==> src/rtl/csa_mac_resolver.sv <==
// csa_mac_resolver: resolves a carry-save (sum, carry) pair into a
// two's-complement product CHUNK bits per cycle, LSB first, and either loads
// it into or adds it to a wide accumulator with sticky signed overflow.
//
// Handshakes: a transfer happens on a rising clk edge where valid and ready
// are both high. Input side: in_valid/in_ready, in_ready is high only in IDLE.
// Output side: out_valid/out_ready, out_valid is high only in DONE and
// out_data is held until the transfer.
module csa_mac_resolver #(
    parameter int W     = 34,
    parameter int ACC_W = 51,
    parameter int CHUNK = 17
) (
    input  logic             clk,
    input  logic             rst_n,
    input  logic [W-1:0]     in_sum,
    input  logic [W-1:0]     in_carry,
    input  logic             in_acc,
    input  logic             in_valid,
    output logic             in_ready,
    output logic [ACC_W-1:0] out_data,
    output logic             out_ovf,
    output logic             out_valid,
    input  logic             out_ready,
    input  logic             acc_clr,
    output logic [1:0]       o_dbg_state
);

    localparam int NP = W / CHUNK;      // chunks carrying product bits
    localparam int NA = ACC_W / CHUNK;  // chunks per accumulator pass
    localparam int KW = (NA > 1) ? $clog2(NA) : 1;
    localparam logic [KW-1:0] K_LAST = KW'(NA - 1);
    localparam logic [KW-1:0] K_SIGN = KW'(NP - 1);

    typedef enum logic [1:0] {
        S_IDLE = 2'd0,
        S_RUN  = 2'd1,
        S_DONE = 2'd2
    } state_t;

    state_t             r_state;
    state_t             w_next;

    logic [W-1:0]       r_sum;      // shifted right one chunk per RUN cycle
    logic [W-1:0]       r_carry;
    logic               r_acc_en;
    logic               r_pc;       // product carry between chunks
    logic               r_ac;       // accumulator carry between chunks
    logic [KW-1:0]      r_k;
    logic               r_sign;     // product sign once chunk NP-1 resolved
    logic [ACC_W-1:0]   r_acc;
    logic               r_ovf;

    logic               w_in_prod;
    logic [CHUNK:0]     w_p;
    logic               w_sign;
    logic [CHUNK-1:0]   w_pchunk;
    logic [CHUNK-1:0]   w_acc_op;
    logic [CHUNK:0]     w_a;
    logic               w_ovf_hit;

    // Per-chunk product resolution, sign extension and accumulate add.
    always_comb begin
        w_in_prod = (int'(r_k) < NP);
        w_p       = {1'b0, r_sum[CHUNK-1:0]} + {1'b0, r_carry[CHUNK-1:0]}
                    + {{CHUNK{1'b0}}, r_pc};
        // The product sign is the MSB of the last product chunk; the carry
        // out of that chunk is dropped so the product wraps mod 2^W.
        w_sign    = (r_k == K_SIGN) ? w_p[CHUNK-1] : r_sign;
        w_pchunk  = w_in_prod ? w_p[CHUNK-1:0] : {CHUNK{r_sign}};
        w_acc_op  = r_acc_en ? r_acc[int'(r_k)*CHUNK +: CHUNK] : '0;
        w_a       = {1'b0, w_acc_op} + {1'b0, w_pchunk} + {{CHUNK{1'b0}}, r_ac};
        // Only meaningful on the final chunk: the product's top chunk MSB is
        // always its sign, so compare that against the accumulator MSB.
        w_ovf_hit = (w_acc_op[CHUNK-1] == w_sign) && (w_a[CHUNK-1] != w_sign);
    end

    // State register.
    always_ff @(posedge clk or negedge rst_n) begin
        if (!rst_n) begin
            r_state <= S_IDLE;
        end else begin
            r_state <= w_next;
        end
    end

    // Next-state and handshake outputs.
    always_comb begin
        w_next    = r_state;
        in_ready  = 1'b0;
        out_valid = 1'b0;
        case (r_state)
            S_IDLE: begin
                in_ready = 1'b1;
                if (in_valid) w_next = S_RUN;
            end
            S_RUN: begin
                if (r_k == K_LAST) w_next = S_DONE;
            end
            S_DONE: begin
                out_valid = 1'b1;
                if (out_ready) w_next = S_IDLE;
            end
            default: w_next = S_IDLE;
        endcase
    end

    // Operand capture, chunk-serial datapath and accumulator clear.
    always_ff @(posedge clk or negedge rst_n) begin
        if (!rst_n) begin
            r_sum    <= '0;
            r_carry  <= '0;
            r_acc_en <= 1'b0;
            r_pc     <= 1'b0;
            r_ac     <= 1'b0;
            r_k      <= '0;
            r_sign   <= 1'b0;
            r_acc    <= '0;
            r_ovf    <= 1'b0;
        end else begin
            case (r_state)
                S_IDLE: begin
                    if (in_valid) begin
                        r_sum    <= in_sum;
                        r_carry  <= in_carry;
                        r_acc_en <= in_acc;
                        r_pc     <= 1'b0;
                        r_ac     <= 1'b0;
                        r_k      <= '0;
                        r_sign   <= 1'b0;
                    end else if (acc_clr) begin
                        r_acc <= '0;
                        r_ovf <= 1'b0;
                    end
                end
                S_RUN: begin
                    r_sum   <= r_sum >> CHUNK;
                    r_carry <= r_carry >> CHUNK;
                    r_pc    <= w_in_prod ? w_p[CHUNK] : 1'b0;
                    r_sign  <= w_sign;
                    r_acc[int'(r_k)*CHUNK +: CHUNK] <= w_a[CHUNK-1:0];
                    r_ac    <= w_a[CHUNK];
                    if (r_k == K_LAST) begin
                        r_k <= '0;
                        if (w_ovf_hit) r_ovf <= 1'b1;
                    end else begin
                        r_k <= r_k + KW'(1);
                    end
                end
                default: ;
            endcase
        end
    end

    assign out_data    = r_acc;
    assign out_ovf     = r_ovf;
    assign o_dbg_state = r_state;

endmodule

==> config.mk <==
export PLATFORM = sky130hd
export DESIGN_NAME = csa_mac_resolver
export DESIGN_NICKNAME = d
export VERILOG_FILES = /design/src/rtl/csa_mac_resolver.sv
export SDC_FILE = /design/constraint.sdc
export NUM_CORES = 1
export LEC_CHECK = 0
export CORE_ASPECT_RATIO = 0.5
export CORE_MARGIN = 3
export CORE_UTILIZATION = 58
export DETAILED_ROUTE_END_ITERATION = 6
export PLACE_DENSITY = 0.87
export SETUP_SLACK_MARGIN = 0.05
export SKIP_CTS_REPAIR_TIMING = 1
export SLEW_MARGIN = 5
export SYNTH_ARGS = -nofsm -noshare
export SYNTH_HDL_FRONTEND = slang
export SYNTH_SLANG_ARGS = --single-unit
==> constraint.sdc <==
create_clock -name clk -period 6.6 [get_ports clk]
set_input_delay 0.99 -clock clk [delete_from_list [all_inputs] [get_ports clk]]
set_output_delay 0.99 -clock clk [all_outputs]
set_load 0.005 [all_outputs]
==> Yosys cells after proc, flatten, opt, wreduce, memory -nomap -nowiden <==
Index checks and enable logic that the tools add are counted.
{ "totals": {"input_bits": 74, "reg_bits": 128} }
{ "classes": {"shift": 3, "addsub": 6, "reduce_logical": 8, "magnitude_cmp": 1, "n_mux": 30, "eq_ne": 12, "n_mul": 1} }
{ "ops": {"columns": ["operator", "n"], "rows": [
  ["one-hot mux 34 bit (2 select lines)", 2],
  ["two-way mux 51 bit", 2],
  ["one-hot mux 51 bit (2 select lines)", 1],
  ["two-way mux 34 bit", 2],
  ["bitwise mux 51 bit", 1],
  ["variable shift 17 x 33 -> 51 bit (first input constant)", 1],
  ["variable part select 17 x 33 -> 51 bit", 1],
  ["variable part select 51 x 32 -> 17 bit", 1],
  ["adder 17 x 17 -> 18 bit", 2],
  ["adder 18 x 1 -> 18 bit", 2],
  ["two-way mux 17 bit", 2],
  ["negator 7 -> 33 bit", 1],
  ["inequality test 2 bit (second input constant)", 6],
  ["two-way mux 2 bit", 5],
  ["two-way mux 1 bit", 9],
  ["one-hot mux 1 bit (2 select lines)", 4],
  ["multiplier 2 x 5 -> 7 bit (second input constant)", 1],
  ["one-hot mux 2 bit (3 select lines)", 1],
  ["AND reduction 3 bit", 2],
  ["AND reduction 5 bit", 1],
  ["equality test 2 x 1 -> 1 bit (second input constant)", 2],
  ["equality test 2 bit (second input constant)", 2],
  ["one-hot mux 2 bit (2 select lines)", 1],
  ["AND reduction 2 bit", 2],
  ["other kinds (7)", 7]
]} }

==> Depth between registers and ports, before layout <==
{ "logic_depth": {"word_depth": 10, "mapped_depth": 18} }

==> Worst setup path before layout <==
OpenSTA, ideal clock, no wires.
{ "synth_path": {"path_kind": "register -> register", "start": "register r_sum[0]", "end": "register r_acc[13], in the netlist out_data[13]", "setup_time_ns": 0.128, "stages_incl_launch_ff": 18, "period_less_slack_ns": 3.693, "required_time_ns": 6.472, "setup_slack_ns": 2.907, "arrival_ns": 3.565, "cell_sequence": "dfrtp_1 > fa_1 > inv_1 > fa_1 > nor2b_1 > o2111ai_2 > nand2_1 > a21o_1 > a211oi_1 > o31ai_1 > ha_1 > and3_1 > and3_1 > a211oi_2 > o21a_1 > mux2i_1 > xnor2_1 > o21ai_1"} }
{ "synth_between": {"elab_chain_cells": 8} }
{ "synth_rtl": {"columns": ["element", "line_no", "rtl"], "rows": [
  ["start, declared", "44", "logic [W-1:0] r_sum;"],
  ["start signal, assigned", "124", "r_sum <= in_sum;"],
  ["start signal, assigned", "137", "r_sum <= r_sum >> CHUNK;"],
  ["adder 17 x 17 -> 18 bit", "65", "w_p = {1'b0, r_sum[CHUNK-1:0]} + {1'b0, r_carry[CHUNK-1:0]}"],
  ["adder 18 x 1 -> 18 bit", "66", "+ {{CHUNK{1'b0}}, r_pc};"],
  ["two-way mux 17 bit", "70", "w_pchunk = w_in_prod ? w_p[CHUNK-1:0] : {CHUNK{r_sign}};"],
  ["adder 17 x 17 -> 18 bit", "72", "w_a = {1'b0, w_acc_op} + {1'b0, w_pchunk} + {{CHUNK{1'b0}}, r_ac};"],
  ["adder 18 x 1 -> 18 bit", "72", null],
  ["variable part select 17 x 33 -> 51 bit", "141", "r_acc[int'(r_k)*CHUNK +: CHUNK] <= w_a[CHUNK-1:0];"],
  ["bitwise mux 51 bit", "141", null],
  ["one-hot mux 51 bit (2 select lines)", "121", "case (r_state)"],
  ["end signal, assigned by index", "141", null],
  ["end, declared", "51", "logic [ACC_W-1:0] r_acc;"]
]} }
No other way between the ends.
A chain may end at the register's enable or synchronous reset.

==> Worst setup path in the final report <==
{ "layout_path": {"start": "register r_sum[0]", "end": "register r_acc[47], in the netlist out_data[47]"} }
The elaborated chain is that of the path after synthesis.

==> results.json <==
{
  "fin_util": 0.773,
  "numCtsBuffers": 17,
  "routedWlPerCell_um": 18.5,
  "crit_slowest_cell": "fa_1",
  "layout-drive-gt1-share": 0.0544,
  "cts_tree": "done",
  "status": "completed",
  "worst_pin_slew_ns": 1.10,
  "fill_cells": 829,
  "netlist_instances": 820,
  "cp-end-kind": "flop",
  "synth_edf_count": 0,
  "cp_top_family": "compound AO/OA/AOI/OAI gates",
  "placement_rows": 28,
  "rsz0062_at_grt": "false",
  "die_h_um": 85.2,
  "initial_core_util": 0.606,
  "dr.first_iter.drc_count": 668,
  "yosysTopAreaCell": "dfrtp_1",
  "maxSlewViolCount": 0,
  "ir_drop_mv": 0.369,
  "grt_max_degree": 109,
  "clock_path_buffers": 2,
  "timing.final.ws_setup_ns": 2.41,
  "root_buffer": "clkbuf_16",
  "finalHoldViolations": 0,
  "avgViaCountPerCell": 6.00,
  "crit_chain": "fa_1, inv_1, fa_1, nor2b_1, o2111ai_2, nand2_1, a21o_1, a211oi_1, o31ai_1, ha_1, and3_1, and3_1, a211oi_2, o21a_1, mux2i_1, xnor2_1, o21ai_1",
  "critPathKind": "flop to flop",
  "p_leak_nw": 4.27,
  "power.internal_w": 0.00299,
  "synthTopCellsByArea": "dfrtp_1, nand2_1, ha_1",
  "yosysUniqueCellTypes": 49,
  "fin_crit_sh": 0.635,
  "antenna_left": 0,
  "htreeDepth": 4,
  "core-area_um2": 12000,
  "post_synth.cell_area_avg_um2": 8.87,
  "num_io_pins": 130,
  "skew_ns": 0.00805,
  "dp_slack_ns": 2.48,
  "pwr-share-seq": 0.250,
  "crit_arrival_ns": 4.49,
  "hold_class": "flop to flop",
  "setup-violations-final": 0,
  "crit_fanout": 5,
  "ys_warn_count": 0,
  "overflow": 0,
  "cts.sinks": 128,
  "min_period_ns": 4.19,
  "max_stage_delay_ns": 0.46,
  "num_vias": 6620,
  "syn_area_um2": 7280,
  "syn_nets": 935,
  "port_buffers": 129,
  "grt_pass1_vias": 6441,
  "p_sw_frac": 0.456,
  "clkPwrFrac": 0.192,
  "fp.dieW_um": 164,
  "nets": 1040,
  "post-route-drc-count": 0,
  "num_antenna_cells": 0,
  "yosys_most_used_dff": "dfrtp_1",
  "insertion_delay_ns": 0.43,
  "grt_pass1_wl_um": 33500,
  "grt_usage": 0.303,
  "first_pass_iters": 5,
  "tns_ns": 0,
  "gp_congestion": 0.910,
  "synth_top_area_frac": 0.440,
  "crit_buf_inv": 1,
  "antenna_found_initial": 0,
  "die-area_um2": 14000,
  "clk_pin_slew_ns": 0.06,
  "cellPowerDensity_nw_per_um2": 593,
  "ys_ff_latch": 128,
  "hpwlAfterDp_um": 13700,
  "max-slew-margin-rel": 0.263,
  "yosysSeqAreaShare": 0.440,
  "max_freq_ghz": 0.239,
  "total_power_w": 0.00551,
  "pwr-share-comb": 0.558,
  "p_sw_w": 0.00251,
  "crit_required_ns": 6.90,
  "start_kind": "flop",
  "synthArstFlopShare": 1.00,
  "synthToLayoutAreaGrowth_pct": 27.7,
  "max_cap_viol_count": 0,
  "routed_wl_um": 20400
}
==> flip-flops by register name, summed over array words and instances, names as in the netlist <==
register / cells
out_data: 51
r_carry: 34
r_sum: 34
o_dbg_state: 2
r_k: 2
out_ovf: 1
r_ac: 1
r_acc_en: 1
r_pc: 1
r_sign: 1
==> synthesized netlist by cell type (all sizes together), types with 2 or more instances <==
cell type,count
a31oi,39
nand3,45
inv,14
xnor2,18
o221ai,2
xor2,9
or2,2
a21o,12
o2111ai,2
nand2,173
and3,5
mux2i,19
nor3,4
buf,10
o21ai,43
o31ai,4
o21a,6
ha,37
clkbuf,38
dfrtp,128
o211ai,4
or3,3
nand2b,4
a211oi,5
nor3b,2
nor2b,22
nor2,67
a22o,42
fa,4
a21oi,43
o21bai,5
==> power groups by stage <==
stage / Clock (W) / Combinational, W / Sequential [W]
6_report: 0.00106 / 0.00307 / 0.00138
5_1_grt: 0.00110 / 0.00338 / 0.00141
4_1_cts: 0.00105 / 0.00304 / 0.00137
3_5_place_dp: 0 / 0.00298 / 0.00137
3_3_place_gp: 0 / 0.00293 / 0.00135
2_1_floorplan: 0 / 0.00216 / 0.00127
==> stage by stage <==
step	hold WS, ns	area [µm²]	std cells
floorplan	0.467	7280	820
global placement	0.481	8640	1071
detailed placement	0.485	8640	1071
CTS	0.499	9290	1103
global route	0.528	9290	1103
finish	0.497	9290	1103
==> final cells by class <==
cell class	instances	area, µm²	area share
Inverter	14	52.6	0.00566
Tap cell	165	206	0.0222
Multi-Input combinational cell	630	3850	0.414
Clock inverter	12	206	0.0222
Timing Repair Buffer	134	1330	0.143
Clock buffer	20	447	0.0481
Sequential cell	128	3200	0.345
==> cells by family after synthesis <==
group           share of synthesized area
flops                               0.440
mux                                0.0261
compound gates                      0.199
fa+ha+maj                          0.0746
simple gates                        0.194
buf+inv                            0.0330
xor+xnor                           0.0325
==> worst paths after layout <==
path / slack (ns) / start / cells after the start / end
max: 2.41 / r_sum[0] / 17 / out_data[47]
min: 0.50 / r_sum[20] / 2 / r_sum[20]
max reg2reg: 2.41 / r_sum[0] / 17 / out_data[47]
min reg2reg: 0.50 / r_sum[20] / 2 / r_sum[20]
max in group asynchronous: 4.58 / rst_n / 2 / r_carry[30]
min in group asynchronous: 0.63 / rst_n / 1 / out_data[44]
==> layer usage <==
| layer | vias to the layer above | part of all wire | GRT usage |
|---|---|---|---|
| met5 | - | 0 | 0 |
| met4 | 0 | 0.015 | 0.0936 |
| met3 | 32 | 0.079 | 0.0556 |
| met2 | 310 | 0.45 | 0.462 |
| met1 | 3190 | 0.45 | 0.445 |
| li1 | 3088 | - | - |
==> tightest hold or removal path, delay by kind of cell, from the launching register on <==
kind             cells  cell delay, ns
DFF                  1            0.34
and+or+nand+nor      2            0.12
==> cell usage in the layout (no fill, tap or decap), types with 5 or more instances in the layout <==
master and instances:
o21ai_0 24, nand2_1 172, a22o_1 42, and3_1 5, dfrtp_1 128, nor2_1 67, o21ai_1 18, a21oi_1 42
a31oi_1 38, buf_4 6, o21a_1 6, mux2i_1 19, nand3_1 45, ha_1 37, nor2b_1 22, xor2_1 9
inv_1 14, clkbuf_16 17, xnor2_1 18, bufinv_16 5, clkdlybuf4s50_1 128, a21o_1 12, o21bai_1 5
Power figures use the tool's default switching activity.
